--- src/rtl/ncc_load_sequencer.sv ---
// ncc_load_sequencer
//   Frame-level controller for the NCC datapath. Accepts the host byte stream
//   (valid/ready) and steers it first into the descriptor shift register and
//   then, row-major, into the per-row window BRAMs. Once the window is full it
//   fires the correlator, waits for its completion pulse and reports the frame.
//
//   Build option: define NCC_SEQ_TIMEOUT_EN to add a compute watchdog that
//   abandons the frame after TIMEOUT_CYCLES cycles in COMPUTE without
//   corr_done. Without it, timeout is tied low and COMPUTE waits forever.
//
//   Ports
//     clk, rst                 clock, asynchronous active-high reset
//     start                    one-cycle frame request (IDLE only)
//     abort                    synchronous abort, highest priority
//     in_valid/in_data/in_ready host byte handshake
//     desc_load/desc_shift/desc_byte  descriptor register strobes and byte
//     win_wr/win_row/win_addr/win_data window row BRAM write port
//     corr_start/corr_done     correlator handshake
//     busy, frame_done, timeout frame status

module ncc_load_sequencer #(
    parameter int DESC_PIXELS    = 256,
    parameter int WIN_ROWS       = 16,
    parameter int WIN_COLS       = 40,
    parameter int TIMEOUT_CYCLES = 4096
) (
    input  logic                        clk,
    input  logic                        rst,
    input  logic                        start,
    input  logic                        abort,
    input  logic                        in_valid,
    input  logic [7:0]                  in_data,
    output logic                        in_ready,
    output logic                        desc_load,
    output logic                        desc_shift,
    output logic [7:0]                  desc_byte,
    output logic                        win_wr,
    output logic [$clog2(WIN_ROWS)-1:0] win_row,
    output logic [$clog2(WIN_COLS)-1:0] win_addr,
    output logic [7:0]                  win_data,
    output logic                        corr_start,
    input  logic                        corr_done,
    output logic                        busy,
    output logic                        frame_done,
    output logic                        timeout
);

    localparam int DCW = (DESC_PIXELS > 1) ? $clog2(DESC_PIXELS) : 1;
    localparam int RW  = $clog2(WIN_ROWS);
    localparam int CW  = $clog2(WIN_COLS);

    localparam logic [2:0] S_IDLE      = 3'd0;
    localparam logic [2:0] S_LOAD_DESC = 3'd1;
    localparam logic [2:0] S_LOAD_WIN  = 3'd2;
    localparam logic [2:0] S_COMPUTE   = 3'd3;
    localparam logic [2:0] S_DONE      = 3'd4;

    logic [2:0]     state, state_n;
    logic [DCW-1:0] desc_cnt, desc_cnt_n;
    logic [RW-1:0]  row, row_n;
    logic [CW-1:0]  col, col_n;
    logic           corr_start_n;
    logic           accept;
    logic           desc_last, col_last, row_last;

    // Abort also drops in_ready so nothing is written in the abort cycle.
    assign in_ready = ((state == S_LOAD_DESC) || (state == S_LOAD_WIN)) && !abort;
    assign accept   = in_valid && in_ready;

    assign desc_last = (desc_cnt == DCW'(DESC_PIXELS - 1));
    assign col_last  = (col == CW'(WIN_COLS - 1));
    assign row_last  = (row == RW'(WIN_ROWS - 1));

    assign desc_load  = accept && (state == S_LOAD_DESC) && (desc_cnt == '0);
    assign desc_shift = accept && (state == S_LOAD_DESC) && (desc_cnt != '0);
    assign desc_byte  = in_data;

    assign win_wr   = accept && (state == S_LOAD_WIN);
    assign win_row  = row;
    assign win_addr = col;
    assign win_data = in_data;

    assign busy       = (state != S_IDLE);
    assign frame_done = (state == S_DONE) && !abort;

`ifdef NCC_SEQ_TIMEOUT_EN
    localparam int WDW = $clog2(TIMEOUT_CYCLES + 1);

    logic [WDW-1:0] wd_cnt, wd_cnt_n;
    logic           wd_expire;

    // Expiry is the TIMEOUT_CYCLES-th COMPUTE cycle; a corr_done in that
    // same cycle still completes the frame normally.
    assign wd_expire = (state == S_COMPUTE) && !corr_done &&
                       (wd_cnt == WDW'(TIMEOUT_CYCLES - 1));
    assign timeout   = wd_expire && !abort;
`else
    // Watchdog not built; the comparison is constant false and keeps the
    // parameter referenced so instantiations are identical in both builds.
    assign timeout = (TIMEOUT_CYCLES < 0);
`endif

    always_comb begin
        state_n      = state;
        desc_cnt_n   = desc_cnt;
        row_n        = row;
        col_n        = col;
        corr_start_n = 1'b0;
`ifdef NCC_SEQ_TIMEOUT_EN
        wd_cnt_n     = wd_cnt;
`endif
        if (abort) begin
            state_n    = S_IDLE;
            desc_cnt_n = '0;
            row_n      = '0;
            col_n      = '0;
`ifdef NCC_SEQ_TIMEOUT_EN
            wd_cnt_n   = '0;
`endif
        end else begin
            case (state)
                S_IDLE: begin
                    if (start) begin
                        state_n    = S_LOAD_DESC;
                        desc_cnt_n = '0;
                    end
                end
                S_LOAD_DESC: begin
                    if (accept) begin
                        if (desc_last) begin
                            state_n    = S_LOAD_WIN;
                            desc_cnt_n = '0;
                            row_n      = '0;
                            col_n      = '0;
                        end else begin
                            desc_cnt_n = desc_cnt + 1'b1;
                        end
                    end
                end
                S_LOAD_WIN: begin
                    if (accept) begin
                        if (col_last) begin
                            col_n = '0;
                            if (row_last) begin
                                state_n      = S_COMPUTE;
                                row_n        = '0;
                                corr_start_n = 1'b1;
`ifdef NCC_SEQ_TIMEOUT_EN
                                wd_cnt_n     = '0;
`endif
                            end else begin
                                row_n = row + 1'b1;
                            end
                        end else begin
                            col_n = col + 1'b1;
                        end
                    end
                end
                S_COMPUTE: begin
                    if (corr_done) begin
                        state_n = S_DONE;
`ifdef NCC_SEQ_TIMEOUT_EN
                    end else if (wd_expire) begin
                        state_n  = S_IDLE;
                        wd_cnt_n = '0;
                    end else begin
                        wd_cnt_n = wd_cnt + 1'b1;
`endif
                    end
                end
                S_DONE: begin
                    state_n = S_IDLE;
                end
                default: begin
                    state_n = S_IDLE;
                end
            endcase
        end
    end

    // corr_start is registered off the LOAD_WIN -> COMPUTE transition so it
    // lines up with the first COMPUTE cycle.
    always_ff @(posedge clk or posedge rst) begin
        if (rst) begin
            state      <= S_IDLE;
            desc_cnt   <= '0;
            row        <= '0;
            col        <= '0;
            corr_start <= 1'b0;
        end else begin
            state      <= state_n;
            desc_cnt   <= desc_cnt_n;
            row        <= row_n;
            col        <= col_n;
            corr_start <= corr_start_n;
        end
    end

`ifdef NCC_SEQ_TIMEOUT_EN
    always_ff @(posedge clk or posedge rst) begin
        if (rst) begin
            wd_cnt <= '0;
        end else begin
            wd_cnt <= wd_cnt_n;
        end
    end
`endif

endmodule

--- config.mk ---
export PLATFORM = sky130hd
export DESIGN_NAME = ncc_load_sequencer
export DESIGN_NICKNAME = d
export VERILOG_FILES = /design/src/rtl/ncc_load_sequencer.sv
export SDC_FILE = /design/constraint.sdc
export NUM_CORES = 1
export LEC_CHECK = 0
export CAP_MARGIN = 20
export CORE_MARGIN = 2
export CORE_UTILIZATION = 47
export DETAILED_ROUTE_END_ITERATION = 10
export PLACE_DENSITY = 0.85
export SETUP_SLACK_MARGIN = 0.15
export SLEW_MARGIN = 25
export SYNTH_ARGS = -nofsm -noshare
export SYNTH_HDL_FRONTEND = slang
export SYNTH_SLANG_ARGS = --single-unit
--- constraint.sdc ---
create_clock -name clk -period 2.5 [get_ports clk]
set_clock_uncertainty 0.05 [all_clocks]
set_input_delay 0.375 -clock clk [delete_from_list [all_inputs] [get_ports clk]]
set_output_delay 0.375 -clock clk [all_outputs]
set_load 0.05 [all_outputs]
# Yosys cells after proc, flatten, opt, wreduce, memory -nomap -nowiden

Index checks and enable logic that the tools add are counted.

$add $sub $neg: 3
Multipliers: 0
Divide/modulo/power cells: 0
Order comparisons: 0
Eq/ne operators: 14
Shift-type cells: 0
Multiplexer cells: 32
Bitwise gates (word level): 0
Reductions and logical operators: 19

Operators by type and width:

| operator            | count |
|---|---|
| $mux 8              | 4 |
| $mux 6              | 5 |
| $mux 3              | 8 |
| $mux 4              | 6 |
| $ne 3x3->1 const B  | 7 |
| $pmux 8 s2          | 1 |
| $pmux 3 s4          | 1 |
| $pmux 6 s2          | 1 |
| $reduce_bool 3->1   | 3 |
| $add 8x1->8 const B | 1 |
| $eq 8x8->1 const B  | 1 |
| $logic_not 8->1     | 1 |
| $pmux 4 s2          | 1 |
| $reduce_bool 8->1   | 1 |
| $logic_and 1x1->1   | 7 |
| $reduce_and 7->1    | 1 |
| $add 6x1->6 const B | 1 |
| $eq 3x2->1 const B  | 2 |
| $eq 6x6->1 const B  | 1 |
| $mux 1              | 5 |
| $reduce_and 5->1    | 1 |
| $add 4x1->4 const B | 1 |
| $eq 4x4->1 const B  | 1 |
| $reduce_and 4->1    | 1 |
| other kinds (6)     | 6 |

Register bits after elaboration: 22
Latch bits: 0
Memory bits (writable): 0
Memory bits (read-only): 0
Output and inout bits: 34
Logic and storage cells: 73
Memories: 0

# Depth between registers and ports, before layout

Depth in word-level cells: 7
Gate-level depth with buffers: 6

# Least setup slack after synthesis

No wires, ideal clock.

Path type: input to output
Start: input abort
End: output desc_shift
Arrival: 2244 ps
Setup slack: -169 ps
Stages: 5
Path buffers: 2
Path through: buf_6 -> or4b_1 -> buf_2 -> or2_2 -> a21oi_1

Longest elaborated chain between the ends: 5

RTL lines:

| item                            | line | RTL |
|---|---|---|
| start: declaration              | 30   | `input logic abort,` |
| $logic_not 1->1                 | 67   | `assign in_ready = ((state == S_LOAD_DESC) \|\| (state == S_LOAD_WIN)) && !abort;` |
| $logic_and 1x1->1               | 67   |  |
| $logic_and 1x1->1               | 68   | `assign accept = in_valid && in_ready;` |
| $logic_and 1x1->1 (2 in series) | 75   | `assign desc_shift = accept && (state == S_LOAD_DESC) && (desc_cnt != '0);` |
| end: declaration                | 35   | `output logic desc_shift,` |

Every way passes these cells.

# Worst setup path after layout

Ends and elaborated chain as after synthesis.

==> flow_summary.rst <==
.. list-table::
   :header-rows: 1

   * - Metric
     - Value
   * - Power Internal
     - about 800 µW
   * - Relative contribution of combinational cells to total power
     - 46.3%
   * - Number of register bits inferred by synthesis
     - 22
   * - Number of buffers between clock root and the deepest sink
     - 2
   * - Number of stages on the worst setup path
     - 5
   * - Maximum number of pins on one net before global-route repair
     - 23
   * - Chain of cells forming the critical path
     - clkdlybuf4s50_1, or4b_4, or2_4, a21oi_2, buf_12
   * - Number of DRC markers after the initial detailed-route iteration
     - 89
   * - Ratio of cells with drive above 1 in the final layout
     - ~22%
   * - Clock input transition at the sequential cells of the worst setup and hold paths
     - 120 ps
   * - Worst-case register-to-register setup slack
     - approximately 360 ps
   * - Area grow syn2layout
     - 19.25%
   * - Site Rows
     - 21
   * - CP Data Arrival Time
     - 1910 ps
   * - H-tree depth reported by CTS
     - 1
   * - CTS Root Cell
     - clkbuf_4
   * - Origin of the critical flop-to-flop path
     - win_row[0]$_DFFE_PP0P_
   * - Post-layout power
     - ~1.3 mW
   * - Cell count after synthesis
     - ~170
   * - Worst slew slack as a fraction of its limit
     - between 60% and 70%
   * - Critical Setup Path Class
     - in -> out
   * - Worst slew pin tran
     - between 500 and 600 ps
   * - Required time reported for the critical path endpoint
     - ~2100 ps
   * - Clock tree from TritonCTS
     - done
   * - Total via count after detailed routing
     - about 1300
   * - Number of nets at the end of the flow
     - between 200 and 250
   * - WL final
     - around 3200 µm
   * - Vertical extent of the die
     - just over 60 µm
   * - Master of the slowest instance on the critical path
     - or4b_4
   * - Number of different library cells in the post-synthesis netlist
     - 47
   * - Setup TNS
     - 0 ps
   * - N_diodes
     - 0
   * - Mapped Area
     - approximately 0.0016 mm²
   * - Source-to-sink clock delay at the later pin of the worst-skew pair
     - 310 ps
   * - # IOs
     - 48
   * - Largest stage delay on the critical path
     - 520 ps
   * - Largest fanout on the critical path
     - 4
   * - Number of nets still failing antenna checks after routing
     - 0
   * - Result of the run
     - completed
   * - Share of the yosys chip area belonging to registers
     - 34.56%
   * - Via-per-instance ratio
     - ~5.8
   * - Area of all placed cells without fillers
     - about 0.0019 mm²
   * - Port Buffer Count
     - 22
   * - Global-route wire length before repair
     - ~5700 µm
   * - Core area
     - 0.003284 mm²
   * - Sequential group share of total power
     - 32.9%
   * - Endpoints failing setup
     - 0
   * - Compound-Gate Fraction of Synth Area
     - about a fifth
   * - Router iterations before antenna repair
     - 4
   * - Part of the cycle the worst path needs
     - 93.37%
   * - Mux cell area share after synthesis
     - under 10%
   * - Crit start category
     - input pin
   * - Total DRC errors in the routed layout
     - 0
   * - Net load switching power
     - around 500 µW
   * - Horizontal extent of the die
     - about 62 µm
   * - Vias in the first global route
     - about 1200
   * - Synth warn
     - 0
   * - Total of max-cap violations
     - 0
   * - Max rail drop VDD
     - about 460 µV
   * - P per Cell Area
     - around 690 mW/mm²
   * - Simple-gate area share of the yosys netlist
     - 25.29%
   * - Area enclosed by the die boundary
     - slightly below 0.004 mm²
   * - Clock buffer count from CTS
     - 3
   * - Number of clock sinks
     - 22
   * - CTS hold repair buffers
     - 0
   * - Number of synthesized flops with an enable pin
     - 0
   * - Post-synthesis xor/xnor area fraction
     - less than 1%
   * - Clk network pwr share
     - about a fifth
   * - Dominant combinational cell family by area after synthesis
     - simple AND/OR/NAND/NOR gates
   * - Final-layout fill cell count
     - approximately 280
   * - Number of antenna violations at the first check in global routing
     - 0
   * - Post-placement cell area
     - approximately 0.0018 mm²
   * - Synthesized Nets
     - between 150 and 200
   * - Estimated wirelength of the detail-placed design
     - between 2000 and 2500 µm
   * - Mean Syn Cell Area
     - about 9.3 µm²
   * - Worst setup EP type
     - primary output
   * - Starting Density
     - about half
   * - Fraction of power spent switching nets
     - between 30% and 40%
   * - Worst path top cell family by delay
     - simple AND/OR/NAND/NOR gates
   * - GRT Total Usage
     - 17.87%
   * - Path depth of the worst reg2reg path
     - 5
   * - Capturing point of the worst reg2reg path
     - state[1]$_DFFE_PP0P_
   * - Type of the worst min-delay path
     - in -> async
   * - Final-report hold violation count
     - 0
   * - Pins over their slew limit
     - 0
   * - Peak clock frequency supported by timing
     - between 400 and 500 MHz
   * - Most instantiated flip-flop cell in the synthesis netlist
     - dfrtp_1
   * - FFs w/ async S/R, synth
     - between 90% and 100%
   * - Fraction of the mapped netlist area in adder cells
     - roughly 3.1%
   * - Bufs and invs on worst path
     - 2
   * - Average wire per standard cell
     - around 14 µm
   * - Unrepaired setup endpoints after global routing
     - true
   * - Time the worst path needs with I/O delays and setup
     - 2334 ps
   * - Congestion Overflow GR
     - 0
   * - Final weighted congestion in routability-driven placement
     - ~0.9
   * - Leakage dissipation
     - approximately 0.8 nW
placed cells by master, fill, tap and decap left out, drive strengths merged, types with 4 or more instances in the layout:
cell and instances:
mux2 4, inv 8, o21ai 7, buf 15, and3 5, nor3 6, clkdlybuf4s50 16, nand4 5
ha 4, a21oi 10, nor2 7, o31ai 4, o211ai 4, nor4b 4, dfrtp 22, nand2 6
nand3 10
metrics by stage:
step / hold WS, ps / util [%] / instances / worst slack [ps]
2_1_floorplan: 314.2 / - / 171 / 127.1
3_3_place_gp: 469.5 / 54.67 / 220 / 95.37
3_5_place_dp: 473.9 / 54.67 / 220 / 91.91
4_1_cts: 341.5 / 57.14 / 227 / 160.5
5_1_grt: 353.3 / 57.83 / 228 / 123.7
6_report: 337.1 / 57.83 / 228 / 165.8
synthesized netlist by cell type, types with 5 or more instances:
cell | number | share of area, %
nor3_1 | 6 | 1.9
dfrtp_1 | 22 | 35
nand4_1 | 5 | 2.0
o21ai_0 | 7 | 2.2
nand2_1 | 6 | 1.4
inv_1 | 8 | 1.9
a21oi_1 | 8 | 2.5
nand3_1 | 10 | 3.1
nor2_1 | 7 | 1.6
buf_2 | 5 | 1.6
buf_4 | 18 | 8.5
kinds of logic after synthesis:
| kind of cell | Yosys count |
|---|---|
| simple gates | 64 |
| xor+xnor | 1 |
| flops | 22 |
| other cells | 1 |
| compound gates | 40 |
| buf+inv | 33 |
| mux | 6 |
| fa+ha+maj | 4 |
cell type report:
class	instances	area, µm²	area share (%)
Clock buffer	3	22.52	1.186
Clock inverter	1	30.03	1.581
Inverter	8	30.03	1.581
Multi-Input combinational cell	116	857.1	45.13
Sequential cell	22	554.3	29.18
Tap cell	46	57.56	3.030
Timing Repair Buffer	32	347.8	18.31
power by group through the flow:
stage	Sequential [mW]	Clock (mW)	Combinational (mW)
floorplan	0.431	0	0.477
global placement	0.444	0	0.540
detailed placement	0.447	0	0.547
CTS	0.434	0.279	0.583
global route	0.436	0.296	0.651
finish	0.430	0.272	0.606
worst reg2reg max path, delay by kind of cell, from the launching register on:
| family | cells | cell delay [ps] |
|---|---|---|
| AO/OA/AOI/OAI | 1 | 150 |
| multiplexers | 1 | 390 |
| AND/OR/NAND/NOR | 2 | 780 |
| flip-flops | 1 | 440 |
| adder cells (fa/ha/maj) | 1 | 240 |
how the worst max path moves through the flow:
stage,start,endpoint,slack [ps]
after global placement,abort,desc_shift,100
after detailed placement,abort,win_row[1]$_DFFE_PP0P_,90
final,abort,desc_shift,170
after CTS,abort,in_ready,160
after floorplan,abort,desc_shift,130
after global routing,state[1]$_DFFE_PP0P_,desc_shift,120
registers in the layout (all words and copies together) (netlist names):
name        cells
state           3
win_row         4
desc_cnt        8
win_addr        6
corr_start      1
timing repair:
action,4_1_cts,5_1_grt
gates resized for setup,4,4
endpoints found under the setup margin,3,4
buffers inserted,3,1
routing by layer:
| layer | vias to the layer above | GRT usage (%) | part of all wire (%) |
|---|---|---|---|
| met5 | - | 0 | 0 |
| met4 | 0 | 8.611 | 2.1 |
| met1 | 619 | 24.05 | 45 |
| met2 | 47 | 28.94 | 49 |
| li1 | 651 | - | - |
| met3 | 9 | 1.812 | 4.5 |
Note: power is estimated with default switching activity, not from simulation.
